--- config.mk ---
export PLATFORM = sky130hd
export DESIGN_NAME = pa_dtu_halt_ctrl
export DESIGN_NICKNAME = d
export VERILOG_FILES = /design/src/rtl/pa_dtu_halt_ctrl_pkg.sv /design/src/rtl/pa_dtu_halt_ctrl.sv
export SDC_FILE = /design/constraint.sdc
export NUM_CORES = 1
export LEC_CHECK = 0
export ABC_AREA = 0
export BUFFER_PORTS_ARGS = -buffer_cell sky130_fd_sc_hd__buf_2
export CORE_AREA = 2 2 39 41
export CTS_CLUSTER_SIZE = 10
export DETAILED_ROUTE_END_ITERATION = 12
export DIE_AREA = 0 0 41 43
export PLACE_DENSITY = 0.6
export SLEW_MARGIN = 20
export SYNTH_ARGS = -nofsm -noshare
export SYNTH_HDL_FRONTEND = slang
export SYNTH_SLANG_ARGS = --single-unit
--- constraint.sdc ---
create_clock -name forever_cpuclk -period 1.5 [get_ports forever_cpuclk]
set_input_delay 0 -clock forever_cpuclk [delete_from_list [all_inputs] [get_ports forever_cpuclk]]
set_output_delay 0 -clock forever_cpuclk [all_outputs]
set_load 0.005 [all_outputs]
--- src/rtl/pa_dtu_halt_ctrl_pkg.sv ---
// -----------------------------------------------------------------------------
// pa_dtu_halt_ctrl_pkg
// Shared DTU definitions: halt-controller state encoding, dcsr.cause codes
// and the cause-priority helper used when a halt request is accepted.
// -----------------------------------------------------------------------------
package pa_dtu_halt_ctrl_pkg;

  typedef enum logic [2:0] {
    ST_RUN        = 3'd0,
    ST_STEP       = 3'd1,
    ST_HALT_REQ   = 3'd2,
    ST_HALTED     = 3'd3,
    ST_RESUME_REQ = 3'd4
  } dtu_state_e;

  localparam int unsigned DTU_CAUSE_PKG_W = 3;

  localparam logic [DTU_CAUSE_PKG_W-1:0] CAUSE_EBREAK  = 3'd1;
  localparam logic [DTU_CAUSE_PKG_W-1:0] CAUSE_TRIGGER = 3'd2;
  localparam logic [DTU_CAUSE_PKG_W-1:0] CAUSE_HALTREQ = 3'd3;
  localparam logic [DTU_CAUSE_PKG_W-1:0] CAUSE_STEP    = 3'd4;

  // Priority: trigger > ebreak > haltreq > step. Step is the fallback, so the
  // caller only invokes this once it knows some halt source is active.
  function automatic logic [DTU_CAUSE_PKG_W-1:0] dtu_cause_sel(
    input logic trigger,
    input logic ebreak,
    input logic haltreq
  );
    if (trigger) begin
      return CAUSE_TRIGGER;
    end else if (ebreak) begin
      return CAUSE_EBREAK;
    end else if (haltreq) begin
      return CAUSE_HALTREQ;
    end
    return CAUSE_STEP;
  endfunction

endpackage

--- src/rtl/pa_dtu_halt_ctrl.sv ---
// -----------------------------------------------------------------------------
// pa_dtu_halt_ctrl
// Debug halt/resume sequencer between the debug module and the retire unit.
// Collects halt sources, handshakes with the RTU to enter and leave debug
// mode, latches the debug-entry cause and supports single-step re-entry.
//
// Ports
//   forever_cpuclk        in   free-running core clock
//   cpurst                in   async active-high reset
//   dm_dtu_haltreq        in   level halt request from debug module
//   dm_dtu_resumereq      in   level resume request from debug module
//   pending_halt          in   trigger hit with action = debug mode
//   rtu_dtu_retire_ebreak in   retiring ebreak with dcsr.ebreakm set
//   rtu_dtu_retire_vld    in   instruction retired this cycle
//   dcsr_step             in   single-step enable
//   rtu_dtu_halt_ack      in   core entered debug mode
//   rtu_dtu_resume_ack    in   core left debug mode
//   dtu_rtu_halt_req      out  halt request to RTU
//   dtu_rtu_resume_req    out  resume request to RTU
//   dtu_dm_halted         out  hart halted status
//   dtu_dm_resumeack      out  one-cycle resume-done pulse
//   dtu_dcsr_cause        out  latched debug-entry cause
//   dtu_dcsr_cause_vld    out  one-cycle pulse: write cause into dcsr
//
// state         | meaning
// --------------+-----------------------------------------------------------
// ST_RUN        | normal execution, watching trigger/ebreak/haltreq
// ST_STEP       | resumed with dcsr.step, halts on the first retirement
// ST_HALT_REQ   | halt_req to RTU held until halt_ack
// ST_HALTED     | in debug mode, waiting for resumereq
// ST_RESUME_REQ | resume_req to RTU held until resume_ack
// -----------------------------------------------------------------------------
module pa_dtu_halt_ctrl
  import pa_dtu_halt_ctrl_pkg::*;
#(
  parameter int CAUSE_W = 3
) (
  input  logic               forever_cpuclk,
  input  logic               cpurst,
  input  logic               dm_dtu_haltreq,
  input  logic               dm_dtu_resumereq,
  input  logic               pending_halt,
  input  logic               rtu_dtu_retire_ebreak,
  input  logic               rtu_dtu_retire_vld,
  input  logic               dcsr_step,
  input  logic               rtu_dtu_halt_ack,
  input  logic               rtu_dtu_resume_ack,
  output logic               dtu_rtu_halt_req,
  output logic               dtu_rtu_resume_req,
  output logic               dtu_dm_halted,
  output logic               dtu_dm_resumeack,
  output logic [CAUSE_W-1:0] dtu_dcsr_cause,
  output logic               dtu_dcsr_cause_vld
);

  dtu_state_e         state_q, state_d;
  logic [CAUSE_W-1:0] cause_q, cause_d;
  logic               halt_req_q, halt_req_d;
  logic               resume_req_q, resume_req_d;
  logic               halted_q, halted_d;
  logic               resumeack_q, resumeack_d;
  logic               cause_vld_q, cause_vld_d;
  logic               halt_src;

  assign halt_src = pending_halt | rtu_dtu_retire_ebreak | dm_dtu_haltreq;

  always_ff @(posedge forever_cpuclk or posedge cpurst) begin
    if (cpurst) begin
      state_q      <= ST_RUN;
      cause_q      <= '0;
      halt_req_q   <= 1'b0;
      resume_req_q <= 1'b0;
      halted_q     <= 1'b0;
      resumeack_q  <= 1'b0;
      cause_vld_q  <= 1'b0;
    end else begin
      state_q      <= state_d;
      cause_q      <= cause_d;
      halt_req_q   <= halt_req_d;
      resume_req_q <= resume_req_d;
      halted_q     <= halted_d;
      resumeack_q  <= resumeack_d;
      cause_vld_q  <= cause_vld_d;
    end
  end

  always_comb begin
    state_d = state_q;
    cause_d = cause_q;

    unique case (state_q)
      ST_RUN: begin
        if (halt_src) begin
          state_d = ST_HALT_REQ;
          cause_d = CAUSE_W'(dtu_cause_sel(pending_halt, rtu_dtu_retire_ebreak,
                                           dm_dtu_haltreq));
        end
      end
      ST_STEP: begin
        // With no explicit source active the selector falls back to step.
        if (halt_src || rtu_dtu_retire_vld) begin
          state_d = ST_HALT_REQ;
          cause_d = CAUSE_W'(dtu_cause_sel(pending_halt, rtu_dtu_retire_ebreak,
                                           dm_dtu_haltreq));
        end
      end
      ST_HALT_REQ: begin
        if (rtu_dtu_halt_ack) begin
          state_d = ST_HALTED;
        end
      end
      ST_HALTED: begin
        if (dm_dtu_resumereq) begin
          state_d = ST_RESUME_REQ;
        end
      end
      ST_RESUME_REQ: begin
        if (rtu_dtu_resume_ack) begin
          state_d = dcsr_step ? ST_STEP : ST_RUN;
        end
      end
      default: begin
        state_d = ST_RUN;
      end
    endcase

    // Outputs are decoded from the next state so every port comes from a flop
    // yet still tracks the state it belongs to without an extra cycle of lag.
    halt_req_d   = (state_d == ST_HALT_REQ);
    resume_req_d = (state_d == ST_RESUME_REQ);
    halted_d     = (state_d == ST_HALTED) || (state_d == ST_RESUME_REQ);
    resumeack_d  = (state_q == ST_RESUME_REQ) && (state_d != ST_RESUME_REQ);
    cause_vld_d  = (state_q == ST_HALT_REQ) && (state_d == ST_HALTED);
  end

  assign dtu_rtu_halt_req   = halt_req_q;
  assign dtu_rtu_resume_req = resume_req_q;
  assign dtu_dm_halted      = halted_q;
  assign dtu_dm_resumeack   = resumeack_q;
  assign dtu_dcsr_cause     = cause_q;
  assign dtu_dcsr_cause_vld = cause_vld_q;

endmodule

After elaboration in Yosys (flattened, before gate mapping). Cells that the tools add are included.

Register bits: 11. Latch bits: 0. Bits in writable memories: 0. Memory bits (read-only): 0. Input bits: 10. Output and inout port bits: 8. Logic and storage cells: 48. Memories kept: 0.

Add/subtract/negate cells: 0. $mul: 0. Div/mod/pow operators: 0. Order comparisons: 0. Equal/unequal tests: 10. Shift operators: 0. Mux-type cells: 22. Bitwise gates (word level): 2. Reductions and logical operators: 7.

Operators with widths (number): $mux W3 (12); $pmux W3 S5 (1); $eq A3 B2 Y1 const B (4); $mux W1 (8); $eq A3 B3 Y1 const B (2); $pmux W3 S2 (1); $ne A2 B2 Y1 const B (2); $eq A3 B1 Y1 const B (1); $logic_not A3 Y1 (1); $ne A3 B3 Y1 const B (1); $reduce_and A3 Y1 (1); $logic_and A1 B1 Y1 (2); $logic_or A1 B1 Y1 (2); $or A1 B1 Y1 (2); $reduce_bool A2 Y1 (1).

Logic depth before layout (Yosys ltp). Gate-level depths: netlist of the first run.

Depth in word-level cells: 8. Mapped depth: 4. Depth with buffers taken out: 3.

Worst setup path before layout of the first run. No wires, ideal clock.

Path type: reg2reg. Start point: reg state_q[0]. End point: reg halted_q, in the netlist dtu_dm_halted. Library setup time: 66 ps. Arrival time: 1120 ps. Required time: 1434 ps. Path slack: 314 ps. Stages on the path, launching flop included: 5. Buffers on the path: 1. Clock period less this slack: 1186 ps. Path through: dfrtp_1 > buf_6 > or4b_4 > o21ai_2 > nand2b_1.

Word-level cells in the longest chain between the ends: 4. Elaborated cells on any way between the ends: 14. Those cells by class: eq/ne (6); mux (6); reduce/logical (2).

Ends and longest elaborated chain: from (decl) (line pa_dtu_halt_ctrl.sv:56) `dtu_state_e state_q, state_d;`; from (signal assigned) (line pa_dtu_halt_ctrl.sv:77) `state_q <= state_d;`; $eq A3 B3 Y1, or another cell as far along (line pa_dtu_halt_ctrl.sv:91) `unique case (state_q)`; $pmux W3 S5 * (line pa_dtu_halt_ctrl.sv:91); net state_d[2] (line pa_dtu_halt_ctrl.sv:56); $eq A3 B2 Y1 / $eq A3 B3 Y1 (equally long branches) (line pa_dtu_halt_ctrl.sv:131) `halted_d = (state_d == ST_HALTED) || (state_d == ST_RESUME_REQ);`; $logic_or A1 B1 Y1 * (line pa_dtu_halt_ctrl.sv:131); net halted_d (line pa_dtu_halt_ctrl.sv:60) `logic halted_q, halted_d;`; to (signal assigned) (line pa_dtu_halt_ctrl.sv:81) `halted_q <= halted_d;`; to (decl) (line pa_dtu_halt_ctrl.sv:60).

Mark *: on every way through the listed nets, which the timed path passes. The rest lies on a longest branch. A chain may end at the register's enable or synchronous reset.

Final worst setup path of the first run.
Start point: in rtu_dtu_retire_ebreak. End point: reg halt_req_q, in the netlist dtu_rtu_halt_req.

Word-level cells in the longest chain between the ends: 6. Elaborated cells on any way between the ends: 7. Those cells by class: eq/ne (1); mux (3); bitwise (2); reduce/logical (1).

Ends and longest elaborated chain: from (decl) (line pa_dtu_halt_ctrl.sv:43) `input logic rtu_dtu_retire_ebreak,`; $or A1 B1 Y1 * (2 in a row) (line pa_dtu_halt_ctrl.sv:65) `assign halt_src = pending_halt | rtu_dtu_retire_ebreak | dm_dtu_haltreq;`; $logic_or A1 B1 Y1 (line pa_dtu_halt_ctrl.sv:101) `if (halt_src || rtu_dtu_retire_vld) begin`; $mux W3 (line pa_dtu_halt_ctrl.sv:101); $pmux W3 S5 * (line pa_dtu_halt_ctrl.sv:91); net state_d[1] (line pa_dtu_halt_ctrl.sv:56); $eq A3 B2 Y1 * (line pa_dtu_halt_ctrl.sv:129) `halt_req_d = (state_d == ST_HALT_REQ);`; net halt_req_d (line pa_dtu_halt_ctrl.sv:58) `logic halt_req_q, halt_req_d;`; to (signal assigned) (line pa_dtu_halt_ctrl.sv:79) `halt_req_q <= halt_req_d;`; to (decl) (line pa_dtu_halt_ctrl.sv:58).

Marks and branches as above.

==> impl_metrics.py, run 1 <==
metrics = {
    "routing": {
        "vias": 393,
        "ant_nets": 0,
        "avgViaCountPerCell": 4.679,
        "routedWlPerCell_um": 11.29,
        "drc_errors": 0,
        "routed_wl_um": 948,
        "drt_iter0_markers": 5,
        "dr.pass1.iters": 4,
    },
    "floorplanning": {
        "fp.dieH_um": 43,
        "initial_core_util_pct": 35.80,
        "chipWidth_um": 41,
        "die-area_um2": 1763,
        "core_um2": 1384,
        "rows": 14,
        "pin_count": 18,
    },
    "finish": {
        "synthToLayoutAreaGrowth_pct": 34.34,
        "fin_nets": 79,
        "n_antenna_cell": 0,
        "drive_gt1_share_pct": 38.24,
    },
    "timing": {
        "finClkSkew_ns": 0.0004050,
        "timing.final.max_slew_violations": 0,
        "fmax_mhz": 783.4,
        "setup_viol": 0,
        "maxSlewHeadroom_pct": 72.80,
        "rsz0062_at_grt": "false",
        "setup_tns_ns": 0,
        "worst_slew_pin_slew_ns": 0.4076,
        "fin_crit_sh_pct": 85.10,
        "finalCriticalPeriod_ns": 1.277,
        "hold_slack_ns": 0.04003,
        "hold_viol": 0,
    },
    "critical_path": {
        "end_kind": "flop",
        "worst_ep_required_time_ns": 1.65,
        "worstPathMaxFanout": 3,
        "critical_path_class": "input port to flop",
        "cp_data_arrival_time_ns": 1.43,
        "cp-start-kind": "input port",
    },
    "cts": {
        "cts_made_buffers": 3,
        "clk_latency_ns": 0.26,
        "ctsRootBufferMaster": "clkbuf_4",
        "cts_tree": "built",
        "clock-sinks": 11,
        "clk_pin_slew_ns": 0.07,
        "clock_path_buffers": 2,
        "htreeDepth": 1,
    },
    "yosys": {
        "yosysTopAreaCellShare_pct": 55.56,
        "synth_area_leader_cell": "dfrtp_1",
        "synthCells": 43,
        "ys_seq_elements": 11,
        "synth.most_common_cell": "dfrtp_1",
        "syn_nets": 53,
        "yosysWarnings": 0,
        "synthArstFlopShare_pct": 100.0,
        "syn_avg_cell_area_um2": 11.52,
        "syn_area_um2": 495.5,
        "synthTopCellsByArea": "dfrtp_1 56%, o21ai_0 4.0%, a22oi_1 3.0%, or2b_1 3.0%, or4b_4 2.8%",
        "ys_types": 24,
        "synth_flop_cell": "dfrtp_1",
        "synth_common_cells": "11 x dfrtp_1, 4 x o21ai_0, 3 x nand2_1",
        "synth_seq_area_share_pct": 55.56,
        "synth-edff-count": 0,
    },
    "place": {
        "dp_hpwl_um": 712,
        "io_buffers": 17,
        "place.gp.congestion": 0.7241,
    },
    "global_routing": {
        "track_usage_pct": 13.31,
        "grt-ovfl-total": 0,
        "antenna_found_initial": 0,
        "grt_max_degree": 12,
        "grt_pass1_wl_mm": 1.559,
        "grt_pass1_vias": 373,
    },
    "run_status": {
        "run_status": "completed",
    },
    "power_and_ir_drop": {
        "peakVddDrop_v": 0.0007633,
        "cellPowerDensity_nw_per_um2": 1619,
        "leakage_nw": 0.3246,
        "p_total_mw": 1.078,
    },
    "worst_hold_path": {
        "hp-class": "input port to flop",
    },
    "run": {
        "maxCapViolCount": 0,
    },
}
==> power breakdown <==
| part | internal [mW] | switching (mW) | total [mW] |
|---|---|---|---|
| combinational | 0.210 | 0.176 | 0.387 |
| clock | 0.103 | 0.0893 | 0.192 |
| sequential | 0.408 | 0.0907 | 0.499 |
==> through the flow <==
stage	setup slack, ns	util (%)	instance area (um^2)	std cells
3_3_place_gp	0.2383	42.59	589.3	75
4_1_cts	0.2275	48.10	665.6	84
6_report	0.2234	48.10	665.6	84
3_5_place_dp	0.2434	42.59	589.3	75
2_1_floorplan	0.3139	-	495.5	43
5_1_grt	0.1664	48.10	665.6	84
==> timing repair <==
action / 4_1_cts / 5_1_grt
gates resized for setup: 0 / 0
hold buffers: 5 / 0
setup buffers: 0 / 0
endpoints found under the hold margin: 15 / 0
==> worst max-delay path, cell delays in order <==
cell	delay, ns
dlygate4sd3_1	0.53
buf_2	0.13
or3_1	0.40
o21a_1	0.22
and3_1	0.14
==> layout by cell type, fill, tap and decap left out, drive strengths merged, types with 2 or more instances in the layout <==
master,instances
a21o,2
or2b,2
nor2,2
o21ai,5
dfrtp,11
dlygate4sd3,5
nand2b,2
clkbuf,4
a31oi,2
buf,17
a22oi,2
nand2,3
==> sequential cells by signal, summed over array words and instances, names as in the netlist <==
register	cells
dtu_dcsr_cause_vld	1
dtu_dm_resumeack	1
state_q	3
dtu_dcsr_cause	3
dtu_dm_halted	1
dtu_rtu_halt_req	1
dtu_rtu_resume_req	1
==> cell families (layout without fill, tap and decap cells) <==
kind of cell,count (synthesis),in the layout,synth area share (%)
buf+inv,2,27,3.029
compound gates,13,13,17.17
simple gates,16,16,22.22
flops,11,11,55.55
mux,1,1,2.020
==> worst paths after layout <==
path / from / to / slack [ns] / cells after the start
max reg2reg: state_q[1] / dtu_dm_halted / 0.24 / 3
min in group asynchronous: cpurst / dtu_dm_resumeack / 0.26 / 3
min reg2reg: dtu_dcsr_cause[1] / dtu_dcsr_cause[1] / 0.53 / 2
max: rtu_dtu_retire_ebreak / dtu_rtu_halt_req / 0.22 / 5
min: rtu_dtu_resume_ack / state_q[2] / 0.04 / 3
max in group asynchronous: cpurst / dtu_rtu_resume_req / 0.95 / 3
==> metal layers <==
layer | share of wire, % | GRT usage, % | vias to the layer above
met4 | 0.42 | 8.000 | 0
li1 | - | - | 206
met5 | 0 | 0 | -
met2 | 44 | 17.81 | 16
met3 | 7.7 | 3.141 | 2
met1 | 48 | 18.73 | 169
==> cell type report <==
type / instances / area, um^2
Timing Repair Buffer: 22 / 135.1
Sequential cell: 11 / 275.3
Fill cell: 139 / 718.2
Clock buffer: 4 / 26.28
Inverter: 1 / 3.754
Multi-Input combinational cell: 30 / 205.2
Tap cell: 16 / 20.02
Power figures use the tool's default switching activity.
==> run 2: changes to the inputs <==
==> constraint.sdc (replaced) <==
create_clock -name forever_cpuclk -period 1.5 [get_ports forever_cpuclk]
set_input_delay 0.15 -clock forever_cpuclk [delete_from_list [all_inputs] [get_ports forever_cpuclk]]
set_output_delay 0.15 -clock forever_cpuclk [all_outputs]
set_load 0.005 [all_outputs]
==> run 2 against run 1 <==
First-iteration DRC count did not move. Sequential share of layout area rose by 2.6 points. Die area did not move. Critical path type is now flop to flop.
==> impl_metrics.py, run 2 (same netlist as run 1, synthesis figures left out) <==
metrics = {
    "global_routing": {
        "grt-ovfl-total": 0,
        "grt.met2_usage_pct": 16.56,
        "grt_pass1_vias": 355,
        "grt_pass1_wl_mm": 1.497,
        "track_usage_pct": 12.80,
        "gr-usage-met3_pct": 3.141,
        "grt_max_degree": 12,
        "use_met1_pct": 18.39,
        "antenna_found_initial": 0,
        "grt.busiest_layer": "met1",
    },
    "power_and_ir_drop": {
        "leakage_nw": 0.3079,
        "peakVddDrop_v": 0.0007631,
        "cellPowerDensity_nw_per_um2": 1709,
        "p_total_mw": 1.069,
    },
    "finish": {
        "multi_input_area_um2": 205.2,
        "nFillCells": 144,
        "final_common_cell": "buf_2",
        "final_cells": 80,
        "n_antenna_cell": 0,
        "final_cell_mix": "17 x buf_2, 11 x dfrtp_1, 4 x o21ai_0",
        "final_area_um2": 625.6,
        "synthToLayoutAreaGrowth_pct": 26.26,
        "fin_nets": 75,
        "drive_gt1_share_pct": 40.63,
        "seq_area_um2": 275.3,
        "final_util_pct": 45.21,
    },
    "place": {
        "place_area_um2": 589.3,
        "io_buffers": 17,
        "place.gp.congestion": 0.7241,
        "placedCellCount": 75,
        "detailedPlace.worstSlack_ns": 0.2434,
        "dp_hpwl_um": 712,
    },
    "routing": {
        "vias": 385,
        "avgViaCountPerCell": 4.813,
        "drc_errors": 0,
        "ant_nets": 0,
        "dr.pass1.iters": 4,
        "drt_iter0_markers": 5,
        "routedWlPerCell_um": 11.35,
        "routed_wl_um": 908,
    },
    "timing": {
        "finClkSkew_ns": 0.0003860,
        "hold_slack_ns": 0.1024,
        "maxSlewHeadroom_pct": 72.81,
        "hold_viol": 0,
        "worst_slew_pin_slew_ns": 0.4074,
        "fmax_mhz": 791.9,
        "timing.final.max_slew_violations": 0,
        "fin_crit_sh_pct": 84.19,
        "setup_tns_ns": 0,
        "finalCriticalPeriod_ns": 1.263,
        "rsz0062_at_grt": "false",
        "layout_setup_ws_ns": 0.2372,
        "setup_viol": 0,
    },
    "floorplanning": {
        "core_um2": 1384,
        "chipWidth_um": 41,
        "pin_count": 18,
        "die-area_um2": 1763,
        "fp.dieH_um": 43,
        "initial_core_util_pct": 35.80,
        "rows": 14,
    },
    "cts": {
        "htreeDepth": 1,
        "clk_pin_slew_ns": 0.07,
        "ctsRootBufferMaster": "clkbuf_4",
        "postCtsResizedCells": 0,
        "cts_tree": "built",
        "clock_path_buffers": 2,
        "clock-sinks": 11,
        "cts_made_buffers": 3,
        "clk_latency_ns": 0.26,
    },
    "critical_path": {
        "slowest_stage": "or4b_4",
        "cp_data_arrival_time_ns": 1.46,
        "worstPathMaxFanout": 7,
        "critPathBufInv": 0,
        "worst_ep_required_time_ns": 1.70,
        "end_kind": "flop",
        "critical_path_class": "flop to flop",
        "cp-start-kind": "flop",
        "cp_top_family": "simple AND/OR/NAND/NOR gates",
        "crit_chain": "or4b_4, o21ai_2, nand2b_1",
        "cpPeakStageDelay_ns": 0.56,
    },
    "run_status": {
        "run_status": "completed",
    },
    "worst_hold_path": {
        "hp-class": "input port to flop",
    },
    "run": {
        "maxCapViolCount": 0,
    },
}
## run 2: cell types whose count changed in the layout (fill, tap and decap cells not counted)
cell and change:
dlygate4sd3_1 -4
## run 2: final cells by class
type,instances,share of cell area (%)
Inverter,1,0.6000
Timing Repair Buffer,18,15.20
Multi-Input combinational cell,30,32.80
Sequential cell,11,44.00
Clock buffer,4,4.200
Tap cell,16,3.200
## run 2: final timing paths
check / from / to / slack (ns) / cells past startpoint
worst max-delay path: state_q[1] / dtu_dm_halted / 0.24 / 3
worst min-delay path: rtu_dtu_retire_ebreak / dtu_dcsr_cause[1] / 0.10 / 2
worst max register to register: state_q[1] / dtu_dm_halted / 0.24 / 3
worst min register to register: dtu_dcsr_cause[1] / dtu_dcsr_cause[1] / 0.53 / 2
max in group asynchronous: cpurst / dtu_rtu_resume_req / 0.80 / 3
min in group asynchronous: cpurst / dtu_dm_resumeack / 0.41 / 3
## run 2: where the power goes
part | switching, mW | internal [mW] | total, mW
registers | 0.0906 | 0.408 | 0.499
logic | 0.175 | 0.204 | 0.379
clock network | 0.0893 | 0.103 | 0.192
total | 0.355 | 0.714 | 1.07
## run 2: metal layers
metal,part of all wire [%],up-vias
met5,0,-
met1,47,169
met2,43,16
met4,0.44,0
li1,-,198
met3,8.8,2
## run 2: repair_timing
item / in CTS / in global routing
setup buffers: 0 / 0
endpoints found under the hold margin: 11 / 0
endpoints found under the setup margin: 0 / 0
hold buffers: 1 / 0
==> run 3: changes to the inputs <==
--- a/config.mk
+++ b/config.mk
@@ -5,13 +5,13 @@
 export SDC_FILE = /design/constraint.sdc
 export NUM_CORES = 1
 export LEC_CHECK = 0
-export ABC_AREA = 0
+export ABC_AREA = 1
 export BUFFER_PORTS_ARGS = -buffer_cell sky130_fd_sc_hd__buf_2
 export CORE_AREA = 2 2 39 41
 export CTS_CLUSTER_SIZE = 10
 export DETAILED_ROUTE_END_ITERATION = 12
 export DIE_AREA = 0 0 41 43
-export PLACE_DENSITY = 0.6
+export PLACE_DENSITY = 0.64
 export SLEW_MARGIN = 20
 export SYNTH_ARGS = -nofsm -noshare
 export SYNTH_HDL_FRONTEND = slang
==> constraint.sdc (replaced) <==
create_clock -name forever_cpuclk -period 1.3 [get_ports forever_cpuclk]
set_input_delay 0.13 -clock forever_cpuclk [delete_from_list [all_inputs] [get_ports forever_cpuclk]]
set_output_delay 0.13 -clock forever_cpuclk [all_outputs]
set_load 0.005 [all_outputs]
==> run 3 against run 2 <==
Non-clock buffer count stayed put. Critical path depth is 4 higher. Utilization is 4.7 points higher. Register-to-register slack worse by 0.03 ns. Clock power is 19% higher. Largest power group is now combinational cells.
==> impl_metrics.py, run 3 <==
metrics = {
    "critical_path": {
        "worstPathMaxFanout": 5,
        "timing.rr.end": "state_q[1]",
        "reg2reg_slack_ns": 0.21,
        "regToRegStartpoint": "state_q[2]",
        "cp-start-kind": "flop",
        "worst_ep_required_time_ns": 1.45,
        "cp_data_arrival_time_ns": 1.24,
        "critical_path_class": "flop to flop",
        "reg2reg_depth": 7,
        "end_kind": "flop",
    },
    "finish": {
        "nFillCells": 136,
        "final_area_um2": 690.7,
        "n_antenna_cell": 0,
        "synthToLayoutAreaGrowth_pct": 25.74,
        "final_common_cell": "buf_2",
        "final_cells": 99,
        "drive_gt1_share_pct": 48.19,
        "multi_input_area_um2": 227.7,
        "final_cell_mix": "17 x buf_2, 13 x nand2_1, 11 x dfrtp_1",
        "seq_area_um2": 275.3,
        "fin_nets": 94,
    },
    "yosys": {
        "yosysTopAreaCellShare_pct": 50.11,
        "synth_seq_area_share_pct": 50.11,
        "syn_nets": 71,
        "ys_seq_elements": 11,
        "synth-edff-count": 0,
        "synth.most_common_cell": "nand2_1",
        "synth_common_cells": "13 x nand2_1, 11 x dfrtp_1, 6 x inv_1",
        "synth_area_leader_cell": "dfrtp_1",
        "synthArstFlopShare_pct": 100.0,
        "synth_flop_cell": "dfrtp_1",
        "yosysWarnings": 0,
        "syn_area_um2": 549.3,
        "ys_types": 18,
        "synthCells": 61,
        "synthTopCellsByArea": "dfrtp_1 50%, nand2_1 8.9%, nand3_2 5.5%, nand2_2 4.6%, inv_1 4.1%",
        "syn_avg_cell_area_um2": 9.005,
    },
    "timing": {
        "worst_slew_pin_slew_ns": 0.4363,
        "finClkSkew_ns": 0.003304,
        "maxSlewHeadroom_pct": 70.88,
        "hold_viol": 0,
        "timing.final.max_slew_violations": 0,
        "layout_setup_ws_ns": 0.2090,
        "rsz0062_at_grt": "false",
        "finalCriticalPeriod_ns": 1.091,
        "setup_tns_ns": 0,
        "setup_viol": 0,
        "fin_crit_sh_pct": 83.93,
        "fmax_mhz": 916.6,
    },
    "global_routing": {
        "grt-ovfl-total": 0,
        "track_usage_pct": 15.10,
        "grt_pass1_wl_mm": 1.725,
        "grt_max_degree": 12,
        "grt_pass1_vias": 426,
        "antenna_found_initial": 0,
    },
    "cts": {
        "ctsRootBufferMaster": "clkbuf_4",
        "clk_pin_slew_ns": 0.07,
        "htreeDepth": 1,
        "cts_made_buffers": 3,
        "clock_path_buffers": 2,
        "cts_tree": "built",
        "clock-sinks": 11,
        "postCtsResizedCells": 0,
        "clk_latency_ns": 0.26,
    },
    "routing": {
        "routed_wl_um": 977,
        "drt_iter0_markers": 5,
        "drc_errors": 0,
        "vias": 436,
        "dr.pass1.iters": 2,
        "avgViaCountPerCell": 4.404,
        "ant_nets": 0,
        "routedWlPerCell_um": 9.869,
    },
    "run": {
        "maxCapViolCount": 0,
    },
    "floorplanning": {
        "initial_core_util_pct": 39.69,
        "core_um2": 1384,
        "die-area_um2": 1763,
        "pin_count": 18,
        "chipWidth_um": 41,
        "rows": 14,
        "fp.dieH_um": 43,
    },
    "power_and_ir_drop": {
        "power_frac_seq_pct": 39.4,
        "combPwrFrac_pct": 44.1,
        "cellPowerDensity_nw_per_um2": 2011,
        "leakage_nw": 0.3933,
        "internal_power_mw": 0.8382,
        "power_switching_share_pct": 39.66,
        "clockPowerShare_pct": 16.5,
        "peakVddDrop_v": 0.0008189,
        "p_sw_mw": 0.5509,
    },
    "place": {
        "dp_hpwl_um": 802.4,
        "placedCellCount": 94,
        "place.gp.congestion": 0.7587,
        "detailedPlace.worstSlack_ns": 0.2193,
        "io_buffers": 17,
        "place_area_um2": 654.4,
    },
    "worst_hold_path": {
        "min_to": "dtu_rtu_resume_req",
        "hp-class": "input port to flop",
        "holdCritStartpoint": "rtu_dtu_resume_ack",
        "hold_path_depth": 2,
    },
    "run_status": {
        "run_status": "completed",
    },
}
[run 3: cell count changes after synthesis, moves of 2 or more]
cell     change
nand3_2      +3
a31oi_1      -2
o21ai_1      +2
inv_2        +5
nand2_2      +4
nand3_1      +2
nor2_4       +2
nand2_1     +10
a22oi_1      -2
or2b_1       -2
o21ai_0      -3
inv_1        +5
nor2_2       +2
[run 3: routing by layer]
metal | wire length, um | part of all wire, % | global-route usage, %
met1 | 394 | 40 | 17.22
met2 | 514 | 53 | 23.75
met3 | 56 | 5.7 | 4.712
met4 | 11 | 1.1 | 8.000
met5 | 0 | 0 | 0
[run 3: cell type report]
class                           instances  area share, %
Clock buffer                            4          3.804
Inverter                               12          6.703
Multi-Input combinational cell         38          32.97
Sequential cell                        11          39.86
Tap cell                               16          2.899
Timing Repair Buffer                   18          13.77
[run 3: logic make-up after synthesis]
family          after synthesis  synth area share (%)
simple gates                 32                 33.03
buf+inv                      12                 8.427
flops                        11                 50.11
compound gates                6                 8.427
[run 3: what timing repair did]
| action | CTS | global route |
|---|---|---|
| setup buffers | 0 | 0 |
| hold buffers | 1 | 0 |
| endpoints found under the hold margin | 11 | 0 |
[run 3: power by group through the flow]
stage	clock, mW	sequential, mW	combinational [mW]
floorplan	0	0.564	0.427
global placement	0	0.555	0.610
detailed placement	0	0.555	0.622
CTS	0.244	0.549	0.627
global route	0.268	0.567	0.699
finish	0.229	0.548	0.613
[run 3: worst max-delay path by stage]
stage,endpoint,cells past startpoint,start
5_1_grt,dtu_rtu_halt_req,7,state_q[2]
4_1_cts,dtu_rtu_halt_req,7,state_q[2]
3_3_place_gp,dtu_rtu_halt_req,7,state_q[2]
3_5_place_dp,state_q[1],7,state_q[2]
6_report,state_q[1],7,state_q[2]
2_1_floorplan,dtu_rtu_halt_req,6,state_q[0]
[run 3: worst max-delay path, stage by stage (launching register included)]
cell     delay, ns
dfrtp_1       0.41
inv_2         0.06
nand2_2       0.10
nor2_1        0.06
nand2_2       0.11
nand2_1       0.08
nor2_2        0.11
inv_1         0.06
[run 3: stage by stage]
step | utilization, % | hold WS (ns) | total power [mW]
after floorplan | - | -0.01756 | 0.9905
after global routing | 49.91 | 0.09053 | 1.534
final | 49.91 | 0.1054 | 1.389
after CTS | 49.91 | 0.09319 | 1.420
after global placement | 47.29 | 0.1329 | 1.165
after detailed placement | 47.29 | 0.1555 | 1.177
